==> src/rtl/axi4l_regfile.sv <==
// axi4l_regfile: parametrised AXI4-Lite slave register file with NUM_REGS registers of DATA_W bits
// Ports: ACLK/ARESETN (sync, active-low); AXI4-Lite AW/W/B/AR/R channels;
//   reg_q = flattened register contents (reg i at [i*DATA_W +: DATA_W]); reg_wr = one-cycle write pulse per register.
// Option: define AXI4L_REGFILE_STRB_EN to honour WSTRB; otherwise every in-range commit writes the full word.
module axi4l_regfile #(
  parameter int ADDR_W   = 12,
  parameter int DATA_W   = 32,
  parameter int NUM_REGS = 8
) (
  input  logic                       ACLK,
  input  logic                       ARESETN,
  input  logic [ADDR_W-1:0]          AWADDR,
  input  logic                       AWVALID,
  output logic                       AWREADY,
  input  logic [DATA_W-1:0]          WDATA,
  input  logic [DATA_W/8-1:0]        WSTRB,
  input  logic                       WVALID,
  output logic                       WREADY,
  output logic [1:0]                 BRESP,
  output logic                       BVALID,
  input  logic                       BREADY,
  input  logic [ADDR_W-1:0]          ARADDR,
  input  logic                       ARVALID,
  output logic                       ARREADY,
  output logic [DATA_W-1:0]          RDATA,
  output logic [1:0]                 RRESP,
  output logic                       RVALID,
  input  logic                       RREADY,
  output logic [NUM_REGS*DATA_W-1:0] reg_q,
  output logic [NUM_REGS-1:0]        reg_wr
);
  localparam int SW  = DATA_W / 8;
  localparam int OFF = $clog2(SW);
  localparam int IW  = NUM_REGS > 1 ? $clog2(NUM_REGS) : 1;
  logic [DATA_W-1:0]   regs_q [NUM_REGS];
  logic [DATA_W-1:0]   regs_d [NUM_REGS];
  logic                aw_full_q, aw_full_d, w_full_q, w_full_d;
  logic [ADDR_W-1:0]   aw_addr_q, aw_addr_d;
  logic [DATA_W-1:0]   w_data_q, w_data_d;
  logic [SW-1:0]       w_strb_q, w_strb_d;
  logic                bvalid_q, bvalid_d, rvalid_q, rvalid_d;
  logic [1:0]          bresp_q, bresp_d, rresp_q, rresp_d;
  logic [DATA_W-1:0]   rdata_q, rdata_d, wdata_m;
  logic [NUM_REGS-1:0] reg_wr_q, reg_wr_d;
  logic [ADDR_W-1:0]   widx, ridx;
  logic                win, rin, commit, ar_hs;
  assign widx    = aw_addr_q >> OFF;
  assign ridx    = ARADDR >> OFF;
  assign win     = widx < ADDR_W'(NUM_REGS);
  assign rin     = ridx < ADDR_W'(NUM_REGS);
  assign commit  = aw_full_q && w_full_q && !bvalid_q;
  assign ar_hs   = ARVALID && !rvalid_q;
  assign AWREADY = !aw_full_q;
  assign WREADY  = !w_full_q;
  assign ARREADY = !rvalid_q;
  assign BVALID  = bvalid_q;
  assign BRESP   = bresp_q;
  assign RVALID  = rvalid_q;
  assign RRESP   = rresp_q;
  assign RDATA   = rdata_q;
  assign reg_wr  = reg_wr_q;
  for (genvar i = 0; i < NUM_REGS; i++) begin : g_out
    assign reg_q[i*DATA_W +: DATA_W] = regs_q[i];
  end
`ifndef AXI4L_REGFILE_STRB_EN
  logic unused_strb;
  assign unused_strb = ^w_strb_q;
`endif
  always_comb begin
    regs_d    = regs_q;
    reg_wr_d  = '0;
    wdata_m   = w_data_q;
`ifdef AXI4L_REGFILE_STRB_EN
    for (int k = 0; k < SW; k++)
      wdata_m[k*8 +: 8] = w_strb_q[k] ? w_data_q[k*8 +: 8] : regs_q[widx[IW-1:0]][k*8 +: 8];
`endif
    if (commit && win) begin
      regs_d[widx[IW-1:0]]   = wdata_m;
      reg_wr_d[widx[IW-1:0]] = 1'b1;
    end
    // Flags only clear on commit, and READY is low whenever a flag is set,
    // so capture and commit can never collide on the same edge.
    aw_full_d = commit ? 1'b0 : aw_full_q | AWVALID;
    w_full_d  = commit ? 1'b0 : w_full_q | WVALID;
    aw_addr_d = (!aw_full_q && AWVALID) ? AWADDR : aw_addr_q;
    w_data_d  = (!w_full_q && WVALID) ? WDATA : w_data_q;
    w_strb_d  = (!w_full_q && WVALID) ? WSTRB : w_strb_q;
    bvalid_d  = commit ? 1'b1 : bvalid_q && !BREADY;
    bresp_d   = commit ? (win ? 2'b00 : 2'b10) : bresp_q;
    rvalid_d  = ar_hs ? 1'b1 : rvalid_q && !RREADY;
    rresp_d   = ar_hs ? (rin ? 2'b00 : 2'b10) : rresp_q;
    rdata_d   = ar_hs ? (rin ? regs_q[ridx[IW-1:0]] : '0) : rdata_q;
  end
  always_ff @(posedge ACLK) begin
    if (!ARESETN) begin
      regs_q    <= '{default: '0};
      reg_wr_q  <= '0;
      aw_full_q <= 1'b0;
      w_full_q  <= 1'b0;
      aw_addr_q <= '0;
      w_data_q  <= '0;
      w_strb_q  <= '0;
      bvalid_q  <= 1'b0;
      bresp_q   <= 2'b00;
      rvalid_q  <= 1'b0;
      rresp_q   <= 2'b00;
      rdata_q   <= '0;
    end else begin
      regs_q    <= regs_d;
      reg_wr_q  <= reg_wr_d;
      aw_full_q <= aw_full_d;
      w_full_q  <= w_full_d;
      aw_addr_q <= aw_addr_d;
      w_data_q  <= w_data_d;
      w_strb_q  <= w_strb_d;
      bvalid_q  <= bvalid_d;
      bresp_q   <= bresp_d;
      rvalid_q  <= rvalid_d;
      rresp_q   <= rresp_d;
      rdata_q   <= rdata_d;
    end
  end
endmodule

==> config.mk <==
export PLATFORM = sky130hd
export DESIGN_NAME = axi4l_regfile
export DESIGN_NICKNAME = d
export VERILOG_FILES = /design/src/rtl/axi4l_regfile.sv
export SDC_FILE = /design/constraint.sdc
export NUM_CORES = 1
export LEC_CHECK = 0
export ABC_AREA = 1
export BUFFER_PORTS_ARGS = -buffer_cell sky130_fd_sc_hd__buf_2
export CORE_UTILIZATION = 40
export DETAILED_ROUTE_END_ITERATION = 10
export SLEW_MARGIN = 20
export SYNTH_ARGS = -nofsm -noshare
export SYNTH_HDL_FRONTEND = slang
export SYNTH_SLANG_ARGS = --single-unit
==> constraint.sdc <==
create_clock -name ACLK -period 2.01 [get_ports ACLK]
set_clock_uncertainty 0.15 [all_clocks]
set_input_delay 0 -clock ACLK [delete_from_list [all_inputs] [get_ports ACLK]]
set_output_delay 0 -clock ACLK [all_outputs]
set_load 0.05 [all_outputs]
==> metrics.md <==
| Metric | Value |
|---|---|
| Core Util, Final | `51.7%` |
| Area leader, netlist | `dfxtp_1` |
| Clk sink count | `344` |
| Grt ovf | `0` |
| Most frequent cells in the layout | `623 x nand2_1, 527 x inv_1, 364 x nor2_1` |
| Clock Power Share | `about 46%` |
| Port bufs | `361` |
| Top cells by area, synth | `dfxtp_1 43%, nand2_1 14%, inv_1 12%, nor2_1 8.5%, o21ai_0 7.4%` |
| Crit path DAT | `2250 ps` |
| Share of layout cells above drive strength 1 | `16.4%` |
| GR met3 Demand/Resource | `6.47%` |
| Register area share after synthesis | `a little over two fifths` |
| Fmax achieved | `a little over 500 MHz` |
| Flip-flop and latch area | `6890 sq um` |
| Most used routing layer in global routing | `met2` |
| Netlist cell types | `23` |
| Die H | `just over 200 um` |
| Area growth from synthesis to layout | `27.2%` |
| Max-slew violation count | `0` |
| WL final | `approximately 57000 um` |
| MaxCap Viol Count | `0` |
| Setup TNS | `0 ps` |
| Maximum VDD drop | `0.531 mV` |
| CP delay by family, top | `simple AND/OR/NAND/NOR gates` |
| Die Wd | `203 um` |
| Worst Max-Slew Pin Slew | `903 ps` |
| Post-route ant nets | `0` |
| Clk buf depth | `3` |
| Post-Place Cell Area | `18500 sq um` |
| Period utilization | `a little over nine tenths` |
| Num CTS Buffers | `41` |
| GRT met2 Usage | `43.7%` |
| Cell Chain, Critical Path | `inv_2, nor2_1, nand2_2, nor2_4, buf_12, nand3_4, buf_12, o21ai_0, nor2_1` |
| Combinational share of power | `approximately 9%` |
| DRT iter0 DRCs | `841` |
| Antenna violations before repair | `0` |
| CTS tree | `built` |
| Die footprint | `41300 sq um` |
| Pwr/cell area | `between 700 and 800 nW/um^2` |
| Syn Area/Cell | `about 6.3 sq um` |
| Clk_lat worst skew | `550 ps` |
| CP peak stage delay | `around 340 ps` |
| Final min period | `1960 ps` |
| Crit path launch type | `flip-flop` |
| Pin count of the biggest net entering global routing | `a little over 80` |
| HP Class | `primary input to flip-flop` |
| Seq cells post-synth | `344` |
| Fin area | `20600 sq um` |
| Drt pass-1 iters | `5` |
| Cell Rows | `73` |
| Final GP Congestion | `0.835` |
| Psw | `0.00400 W` |
| Max Fanout on Critical Path | `64` |
| Total power | `0.0158 W` |
| Area occupied by multi-input gates | `6590 sq um` |
| Final hold viol count | `0` |
| Slowest-stage cell, CP | `dfxtp_1` |
| Detailed Place HPWL | `35700 um` |
| Worst path bufs/invs | `3` |
| Mapped Area | `16200 sq um` |
| Crit. End Element | `flip-flop` |
| Pre-CTS WS | `109 ps` |
| Vias in the first global route | `15500` |
| I/O Pins | `about 370` |
| Via density | `approximately 4.8` |
| Status | `finished clean` |
| Cells after Synth | `2564` |
| CTS HTree Levels | `2` |
| Internal | `0.0118 W` |
| Worst Path Required | `around 2300 ps` |
| # diodes | `0` |
| Setup ws final | `51.7 ps` |
| Critical path type | `flip-flop to flip-flop` |
| Clock Tree Root | `clkbuf_16` |
| Ys Warns | `0` |
| Final setup viols | `0` |
| Switch share | `25.4%` |
| Seq pwr share | `45.1%` |
| Clock-pin transition on the worst setup and hold timing paths | `60 ps` |
| DRC errors left | `0` |
| Core Area | `39800 sq um` |
| First-pass GRT wire length | `between 80000 and 90000 um` |
| Drt wl/cell | `16.3 um` |
| Final net count | `around 3000` |
| Routed vias | `16600` |
| Pleak | `approximately 10 nW` |
| Post-synth top area share | `42.5%` |
| Slew margin rel. | `39.7%` |
| Filler cells | `4033` |
| Total GRT Usage | `around 27%` |
| Routing usage on met1 | `34.2%` |
| Starting density of the core | `roughly two fifths` |
| Commonest non-fill, non-tap cell in the layout | `nand2_1` |
-- cell usage after synthesis --
cell and instances:
a21oi_1 38, buf_1 12, buf_2 9, buf_4 6
buf_6 14, clkbuf_1 91, clkbuf_2 18, conb_1 1
dfxtp_1 344, inv_1 533, inv_2 2, nand2_1 624
nand3_1 193, nand3_4 8, nand4_1 1, nor2_1 366
nor2_4 1, nor3_1 1, nor3_4 1, o211a_1 1
o21a_1 1, o21ai_0 240, o21ai_1 59
-- worst register-to-register path, stage by stage (launching register included) --
cell     delay (ps)
dfxtp_1         340
inv_2            50
nor2_1          180
nand2_2         140
nor2_4          210
buf_12          170
nand3_4          80
buf_12          210
o21ai_0         270
nor2_1           50
-- logic make-up (layout without fill, tap and decap cells) --
logic type,after synthesis,count (layout),share of synthesized area (%)
simple gates,1195,1195,30.0
compound gates,339,339,10.5
other cells,1,2,0.0232
buf+inv,685,1085,16.9
flops,344,344,42.5
-- stage by stage --
stage / hold slack, ps / cells
finish: 59.9 / 3490
detailed placement: 76.5 / 3344
floorplan: -15.1 / 2565
CTS: 24.7 / 3486
global route: 50.6 / 3490
global placement: 70.6 / 3344
-- cell type report --
type	count	share of cell area, %
Sequential cell	344	33.4
Clock inverter	5	0.261
Inverter	535	9.79
Multi-Input combinational cell	1536	32.0
Clock buffer	64	6.05
Tap cell	525	3.19
Timing Repair Buffer	481	15.3
-- final timing paths --
check | start | endpoint | slack [ps] | cells past startpoint
min | WDATA[3] | w_data_q[3] | 60 | 4
max reg2reg | aw_full_q | reg_q[210] | 50 | 9
max | aw_full_q | reg_q[210] | 50 | 9
min reg2reg | RDATA[28] | RDATA[28] | 310 | 2
-- routing by layer --
layer  wire length [um]  share of wire (%)
met1              24400                 43
met2              25800                 45
met3               4530                8.0
met4               2060                3.6
met5                  0                  0
-- what timing repair did --
action                                  CTS  global route
setup buffers                             0             4
resized for setup                         0            12
endpoints found under the hold margin   208             0
hold buffers                             73             0
endpoints found under the setup margin    0           112
-- power groups by stage --
stage	Sequential [W]	Clock [W]	Combinational, W
global placement	0.00725	0	0.00123
floorplan	0.00728	0	0.000739
CTS	0.00710	0.00741	0.00138
global route	0.00713	0.00768	0.00154
detailed placement	0.00725	0	0.00125
finish	0.00711	0.00725	0.00140
-- sequential cells by signal (all words and copies together) (netlist names) --
name       cells
reg_q        256
RDATA         32
w_data_q      32
aw_addr_q     10
reg_wr         8
BRESP          1
BVALID         1
RRESP          1
RVALID         1
aw_full_q      1
w_full_q       1
Power figures use the tool's default switching activity.
